`src/rtl/trace_mem.sv`:
```
// Expected-value trace store: one synchronous write port, one async read.
// No reset, so a loaded trace survives rst.
module trace_mem #(
    parameter int WIDTH = 8,
    parameter int DEPTH = 32,
    parameter int IDX_W = $clog2(DEPTH)
) (
    input  logic             clk,
    input  logic             we,
    input  logic [IDX_W-1:0] waddr,
    input  logic [WIDTH:0]   wdata,
    input  logic [IDX_W-1:0] raddr,
    output logic [WIDTH:0]   rdata
);

    logic [WIDTH:0] mem [DEPTH];

    always_ff @(posedge clk) begin
        if (we) begin
            mem[waddr] <= wdata;
        end
    end

    assign rdata = mem[raddr];

endmodule

```
`config.mk`:
```
export PLATFORM = sky130hd
export DESIGN_NAME = trace_mem
export DESIGN_NICKNAME = d
export VERILOG_FILES = /design/src/rtl/trace_mem.sv
export SDC_FILE = /design/constraint.sdc
export NUM_CORES = 1
export LEC_CHECK = 0
export CORE_ASPECT_RATIO = 0.75
export CORE_MARGIN = 4
export CORE_UTILIZATION = 25
export DETAILED_ROUTE_END_ITERATION = 16
export PLACE_DENSITY_LB_ADDON = 0.12
export SLEW_MARGIN = 10
export SYNTH_ARGS = -nofsm -noshare
export SYNTH_HDL_FRONTEND = slang
export SYNTH_SLANG_ARGS = --single-unit
```
`constraint.sdc`:
```
create_clock -name clk -period 3.9 [get_ports clk]
set_clock_uncertainty 0.1 [all_clocks]
set_input_delay 0.78 -clock clk [delete_from_list [all_inputs] [get_ports clk]]
set_output_delay 0.78 -clock clk [all_outputs]
set_load 0.01 [all_outputs]
```
Word-level counts from Yosys, hierarchy flattened. Memory sizes are Yosys's and may differ from the RTL's. Cells that the tools add are included.

Mux-type cells: 2.

Operators by type and width (number): 1-bit 2-to-1 mux (2).

Flip-flop bits (word level): 0. RAM bits: 288. Input bits: 21. Memories kept: 1.

Memory list: mem (depth 32, width 9, read ports 1, clocked after Yosys merged registers in 0, wr ports 1, RTL line 16) `logic [WIDTH:0] mem [DEPTH];`.

Longest topological paths before layout. Gate-level depths: netlist of run 1.

Depth after elaboration: 2. Mapped depth: 5. Depth with buffers taken out: 3.

Worst setup path after synthesis of run 1. OpenSTA, ideal clock, no wires.

Path kind: input -> output. Start: input raddr[2]. End: output rdata[0]. Arrival: 2463 ps. Data required time: 3020 ps. Setup slack: 557 ps. Stages on the path: 5. Path buffers: 2. Cells stage by stage: clkbuf_1 > buf_1 > mux4_2 > mux4_2 > mux2_2.

Cells in the longest elaborated chain, start to end: 1.

RTL lines: start: declaration (RTL line 12) `input logic [IDX_W-1:0] raddr,`; memory read 32 x 9 bit; end: declaration (RTL line 13) `output logic [WIDTH:0] rdata`.

Every way passes these cells.

Final worst setup path of run 1.
Start: input raddr[0]. End: output rdata[6].

The elaborated chain is that of the path after synthesis.

==> flow_results.xml, run 1 <==
<?xml version="1.0" encoding="UTF-8"?>
<metrics>
  <group name="worst_setup_path">
    <metric name="timing.setup.critical_path_class" unit="">input pin to output pin</metric>
    <metric name="worst_ep_required_time" unit="ps">3020</metric>
    <metric name="crit_chain" unit="">buf_6, buf_12, buf_4, mux4_2, mux4_2, mux2_2, dlygate4sd2_1</metric>
    <metric name="worst_path_most_repeated_cell" unit="">mux4_2</metric>
    <metric name="slowest_stage" unit="">mux4_2</metric>
    <metric name="worst-path-buf-inv" unit="">4</metric>
    <metric name="worstPathMaxFanout" unit="">6</metric>
    <metric name="cp.arrival" unit="ps">2940</metric>
    <metric name="cp_top_family" unit="">multiplexers</metric>
    <metric name="slowest_delay" unit="ps">570</metric>
    <metric name="start_kind" unit="">input pin</metric>
    <metric name="worst_setup_ep_type" unit="">output pin</metric>
  </group>
  <group name="layout">
    <metric name="layout.filler_cells" unit="">4167</metric>
    <metric name="most-common-layout-cells" unit="">edfxtp_1, mux4_2, buf_4, nor2_1, clkbuf_16</metric>
    <metric name="drive_above_1_share" unit="%">37.2</metric>
    <metric name="register_area" unit="um2">8650</metric>
    <metric name="design_area_final" unit="um2">13700</metric>
    <metric name="fin_nets" unit="">582</metric>
    <metric name="number_of_flip_flops_under_the_largest_register_name" unit="">288</metric>
    <metric name="mostFrequentLayoutCell" unit="">edfxtp_1</metric>
    <metric name="multi_input_comb_area" unit="um2">2340</metric>
    <metric name="top_register" unit="">mem</metric>
    <metric name="biggestRegsByFlops" unit="">mem (288)</metric>
    <metric name="post-route-util" unit="%">31.4</metric>
    <metric name="syn2layout_area_growth" unit="%">23.3</metric>
  </group>
  <group name="drt">
    <metric name="dr_total_vias" unit="">5147</metric>
    <metric name="initialDrtViolationCount" unit="">346</metric>
    <metric name="avg_wl_per_cell" unit="um">24.4</metric>
    <metric name="ant_nets" unit="">0</metric>
    <metric name="first_pass_iters" unit="">4</metric>
    <metric name="avgViaCountPerCell" unit="">4.42</metric>
    <metric name="detail_route.drc_violations" unit="">0</metric>
    <metric name="drt-total-wl" unit="mm">28.4</metric>
  </group>
  <group name="sta">
    <metric name="grt_setup_unrepaired" unit="">no</metric>
    <metric name="worst_hold_slack" unit="ps">973</metric>
    <metric name="hold_viol_final" unit="">0</metric>
    <metric name="max_slew_margin" unit="%">62.6</metric>
    <metric name="period_share" unit="%">97.9</metric>
    <metric name="finalSetupViolCount" unit="">0</metric>
    <metric name="post-route-min-period" unit="ps">3820</metric>
    <metric name="slew_violations" unit="">0</metric>
    <metric name="fmax" unit="GHz">0.262</metric>
    <metric name="worst_slew_pin_slew" unit="ps">560</metric>
  </group>
  <group name="placed_design">
    <metric name="placed_instance_area" unit="um2">12600</metric>
    <metric name="hpwlAfterDp" unit="mm">18.7</metric>
    <metric name="port_buffers" unit="">29</metric>
    <metric name="globalplace.congestion" unit="">0.698</metric>
  </group>
  <group name="clock_tree">
    <metric name="htree_levels" unit="">1</metric>
    <metric name="clock-sinks" unit="">288</metric>
    <metric name="ctsRootBufferMaster" unit="">clkbuf_16</metric>
    <metric name="clk_path_buf_depth" unit="">3</metric>
    <metric name="cts_tree" unit="">done</metric>
    <metric name="post_cts_hold_buffer_count" unit="">0</metric>
    <metric name="path_clk_slew" unit="ps">60</metric>
    <metric name="tritoncts.num_buffers" unit="">31</metric>
  </group>
  <group name="outcome">
    <metric name="outcome" unit="">completed</metric>
  </group>
  <group name="logic_synthesis">
    <metric name="synth.yosys.seq_area_share" unit="%">77.9</metric>
    <metric name="yosys.cell_types.count" unit="">14</metric>
    <metric name="mappedNetlistNets" unit="">475</metric>
    <metric name="post_synth_instance_area" unit="um2">11100</metric>
    <metric name="syn_inst" unit="">454</metric>
    <metric name="synth.ff_latch_count" unit="">288</metric>
    <metric name="yosysWarnings" unit="">0</metric>
    <metric name="postSynthAreaPerCell" unit="um2">24.5</metric>
  </group>
  <group name="run">
    <metric name="max_cap_viol_count" unit="">0</metric>
  </group>
  <group name="power_and_ir_drop">
    <metric name="power_per_cell_area" unit="nW/um2">500</metric>
    <metric name="p_total" unit="uW">6850</metric>
    <metric name="power.leakage" unit="uW">0.00428</metric>
    <metric name="max_vdd_drop" unit="mV">0.297</metric>
  </group>
  <group name="global_route">
    <metric name="grt_first_pass_wirelength" unit="mm">40.7</metric>
    <metric name="number_of_global_route_vias_before_repair" unit="">5400</metric>
    <metric name="antenna_found_initial" unit="">6</metric>
    <metric name="global_route.overflow_total" unit="">0</metric>
    <metric name="largest_net_degree_at_the_start_of_global_routing" unit="">33</metric>
    <metric name="global_route.usage.total" unit="%">11.9</metric>
  </group>
  <group name="floorplanning">
    <metric name="number_of_rows_in_the_core_area" unit="">66</metric>
    <metric name="top_level_ports" unit="">30</metric>
    <metric name="initial_core_util" unit="%">25.5</metric>
    <metric name="floorplan.die_area" unit="um2">47900</metric>
    <metric name="die_width" unit="um">251</metric>
    <metric name="core_area" unit="um2">43600</metric>
    <metric name="fp.dieH" unit="um">191</metric>
  </group>
  <group name="min_path">
    <metric name="timing.hold.worst.class" unit="">input pin to register</metric>
  </group>
</metrics>
## report_power, final
group          internal, uW  switching, uW  total [uW]
clock                  1780           1190        2980
combinational           195            225         420
sequential             3440           7.46        3450
## per-stage QoR
step	std cells	setup WS [ps]	TNS, ps
4_1_cts	1159	27.1	0
3_5_place_dp	1101	-227	-1340
5_1_grt	1162	24.2	0
6_report	1164	80.8	0
2_1_floorplan	454	557	0
3_3_place_gp	1101	-227	-1330
## routing by layer
metal / vias to the layer above / global-route usage [%] / routed length [um]
met5: - / 0 / 0
met4: 0 / 2.09 / 449
met1: 2818 / 18.4 / 14000
met3: 36 / 2.15 / 1440
li1: 2180 / - / -
met2: 113 / 17.7 / 12500
## final timing paths
kind	depth (start not counted)	slack, ps	startpoint	to
max	7	80	raddr[0]	rdata[6]
min	2	970	wdata[7]	mem[16][7]
## kinds of logic after synthesis
kind of cell,after synthesis,share of synthesized area [%]
buffers and inverters,22,1.06
DFF,288,77.9
muxes,99,19.2
and+or+nand+nor,45,1.87
## cell usage after synthesis (all sizes together)
master | n | area [um2]
buf | 16 | 95.1
nand3 | 2 | 10.0
nand2 | 1 | 3.75
edfxtp | 288 | 8650
nand3b | 5 | 37.5
nor2 | 33 | 124
or3 | 1 | 6.26
clkbuf | 6 | 22.5
mux2 | 9 | 101
mux4 | 90 | 2030
or3b | 3 | 26.3
## what timing repair did
action                                  CTS  global route
hold endpoints to repair                  0             0
gates resized for setup                  14             1
buffers inserted                          2             2
cloned                                    0             1
endpoints found under the setup margin    9             2
## cell type report
class	count	area share, %
sequential	288	63.2
multi-input combinational	144	17.1
timing repair buffer	96	6.89
clock buffer	36	5.81
tap	578	5.29
clock inverter	20	1.70
antenna	2	0.0366
(Power assumes the default switching activity.)
==> run 2, diff against run 1 <==
--- a/config.mk
+++ b/config.mk
@@ -10,6 +10,7 @@
 export CORE_UTILIZATION = 25
 export DETAILED_ROUTE_END_ITERATION = 16
 export PLACE_DENSITY_LB_ADDON = 0.12
+export SETUP_SLACK_MARGIN = 0.5
 export SLEW_MARGIN = 10
 export SYNTH_ARGS = -nofsm -noshare
 export SYNTH_HDL_FRONTEND = slang
==> run 2 against run 1 <==
Worst hold slack got worse by 1.9 ps. Final cell count increased by 0.43%. Highest routed layer unchanged. Non-clock buffer count increased by 5. Clock power about the same. Sequential share of layout area decreased by 0.67 points. Largest cell class unchanged.
==> flow_results.xml, run 2 (same netlist as run 1, synthesis figures left out) <==
<?xml version="1.0" encoding="UTF-8"?>
<metrics>
  <group name="outcome">
    <metric name="outcome" unit="">completed</metric>
  </group>
  <group name="floorplanning">
    <metric name="initial_core_util" unit="%">25.5</metric>
    <metric name="number_of_rows_in_the_core_area" unit="">66</metric>
    <metric name="fp.dieH" unit="um">191</metric>
    <metric name="core_area" unit="um2">43600</metric>
    <metric name="die_width" unit="um">251</metric>
    <metric name="floorplan.die_area" unit="um2">47900</metric>
    <metric name="top_level_ports" unit="">30</metric>
  </group>
  <group name="sta">
    <metric name="post-route-min-period" unit="ps">3590</metric>
    <metric name="worst_slew_pin_slew" unit="ps">694</metric>
    <metric name="setup_ws_post_layout" unit="ps">306</metric>
    <metric name="slew_violations" unit="">0</metric>
    <metric name="sum_neg_setup_slack" unit="ps">0</metric>
    <metric name="finalSetupViolCount" unit="">0</metric>
    <metric name="period_share" unit="%">92.1</metric>
    <metric name="grt_setup_unrepaired" unit="">yes</metric>
    <metric name="fmax" unit="GHz">0.278</metric>
    <metric name="max_slew_margin" unit="%">53.6</metric>
    <metric name="hold_viol_final" unit="">0</metric>
  </group>
  <group name="worst_setup_path">
    <metric name="worst_setup_ep_type" unit="">output pin</metric>
    <metric name="slowest_delay" unit="ps">580</metric>
    <metric name="start_kind" unit="">input pin</metric>
    <metric name="slowest_stage" unit="">mux4_2</metric>
    <metric name="cp.arrival" unit="ps">2710</metric>
    <metric name="crit_chain" unit="">buf_12, buf_12, buf_12, mux4_2, mux4_2, mux2_2, buf_2</metric>
    <metric name="worst_ep_required_time" unit="ps">3020</metric>
    <metric name="worst_path_most_repeated_cell" unit="">buf_12</metric>
    <metric name="cp_top_family" unit="">multiplexers</metric>
    <metric name="timing.setup.critical_path_class" unit="">input pin to output pin</metric>
    <metric name="worstPathMaxFanout" unit="">7</metric>
    <metric name="worst-path-buf-inv" unit="">4</metric>
  </group>
  <group name="drt">
    <metric name="avg_wl_per_cell" unit="um">24.4</metric>
    <metric name="initialDrtViolationCount" unit="">348</metric>
    <metric name="first_pass_iters" unit="">4</metric>
    <metric name="detail_route.drc_violations" unit="">0</metric>
    <metric name="drt-total-wl" unit="mm">28.5</metric>
    <metric name="ant_nets" unit="">0</metric>
    <metric name="avgViaCountPerCell" unit="">4.43</metric>
    <metric name="dr_total_vias" unit="">5179</metric>
  </group>
  <group name="global_route">
    <metric name="number_of_global_route_vias_before_repair" unit="">5426</metric>
    <metric name="antenna_found_initial" unit="">5</metric>
    <metric name="global_route.usage.total" unit="%">12.0</metric>
    <metric name="largest_net_degree_at_the_start_of_global_routing" unit="">33</metric>
    <metric name="global_route.overflow_total" unit="">0</metric>
    <metric name="grt_first_pass_wirelength" unit="mm">41.0</metric>
  </group>
  <group name="power_and_ir_drop">
    <metric name="max_vdd_drop" unit="mV">0.298</metric>
    <metric name="power.leakage" unit="uW">0.00436</metric>
    <metric name="power_per_cell_area" unit="nW/um2">497</metric>
  </group>
  <group name="layout">
    <metric name="top_register" unit="">mem</metric>
    <metric name="fin_nets" unit="">587</metric>
    <metric name="biggestRegsByFlops" unit="">mem (288)</metric>
    <metric name="drive_above_1_share" unit="%">39.2</metric>
    <metric name="most-common-layout-cells" unit="">edfxtp_1, mux4_2, buf_4, nor2_1, clkbuf_16</metric>
    <metric name="number_of_flip_flops_under_the_largest_register_name" unit="">288</metric>
    <metric name="syn2layout_area_growth" unit="%">24.6</metric>
    <metric name="mostFrequentLayoutCell" unit="">edfxtp_1</metric>
  </group>
  <group name="clock_tree">
    <metric name="cts_tree" unit="">done</metric>
    <metric name="htree_levels" unit="">1</metric>
    <metric name="path_clk_slew" unit="ps">60</metric>
    <metric name="clk_path_buf_depth" unit="">3</metric>
    <metric name="ctsRootBufferMaster" unit="">clkbuf_16</metric>
    <metric name="post_cts_hold_buffer_count" unit="">0</metric>
    <metric name="clock-sinks" unit="">288</metric>
    <metric name="tritoncts.num_buffers" unit="">31</metric>
  </group>
  <group name="placed_design">
    <metric name="port_buffers" unit="">29</metric>
    <metric name="hpwlAfterDp" unit="mm">18.7</metric>
    <metric name="place_worst_setup_slack" unit="ps">-227</metric>
    <metric name="globalplace.congestion" unit="">0.698</metric>
  </group>
  <group name="min_path">
    <metric name="timing.hold.worst.class" unit="">input pin to register</metric>
  </group>
  <group name="run">
    <metric name="max_cap_viol_count" unit="">0</metric>
  </group>
</metrics>
## run 2: where the power goes
part	internal, uW	switching [uW]	leakage [uW]
Combinational	222	231	0.00128
Sequential	3440	7.46	0.00259
Clock	1780	1190	0.000491
## run 2: worst paths after layout
check / start / endpoint / depth (start not counted)
max: raddr[0] / rdata[2] / 7
min: wdata[7] / mem[16][7] / 2
## run 2: timing repair
item | in CTS | in global routing
resized for setup | 62 | 4
setup buffers | 8 | 0
cloned | 2 | 0
setup endpoints to repair | 9 | 9
## run 2: area by class of cell
cell class / instances / area, um2
tap: 578 / 723
clock buffer: 36 / 795
multi-input combinational: 144 / 2370
fill: 4146 / 29800
sequential: 288 / 8650
timing repair buffer: 101 / 1060
clock inverter: 20 / 233
antenna: 2 / 5.00
## run 2: stage by stage
| step | instances | total power (uW) | hold WS, ps | area, um2 | util (%) |
|---|---|---|---|---|---|
| after floorplan | 454 | 3710 | 779 | 11100 | - |
| after global placement | 1101 | 3940 | 1550 | 12600 | 28.9 |
| after detailed placement | 1101 | 3950 | 1570 | 12600 | 28.9 |
| after CTS | 1167 | 6980 | 963 | 13800 | 31.7 |
| after global routing | 1167 | 7140 | 981 | 13800 | 31.7 |
| final | 1169 | 6880 | 971 | 13800 | 31.7 |
## run 2: metal layers
layer	wire length, um	GRT usage, %	share of wire, %	vias up
met4	469	2.09	1.6	0
met5	0	0	0	-
met1	14200	18.6	50	2834
li1	-	-	-	2186
met3	1350	2.17	4.7	37
met2	12600	17.8	44	122
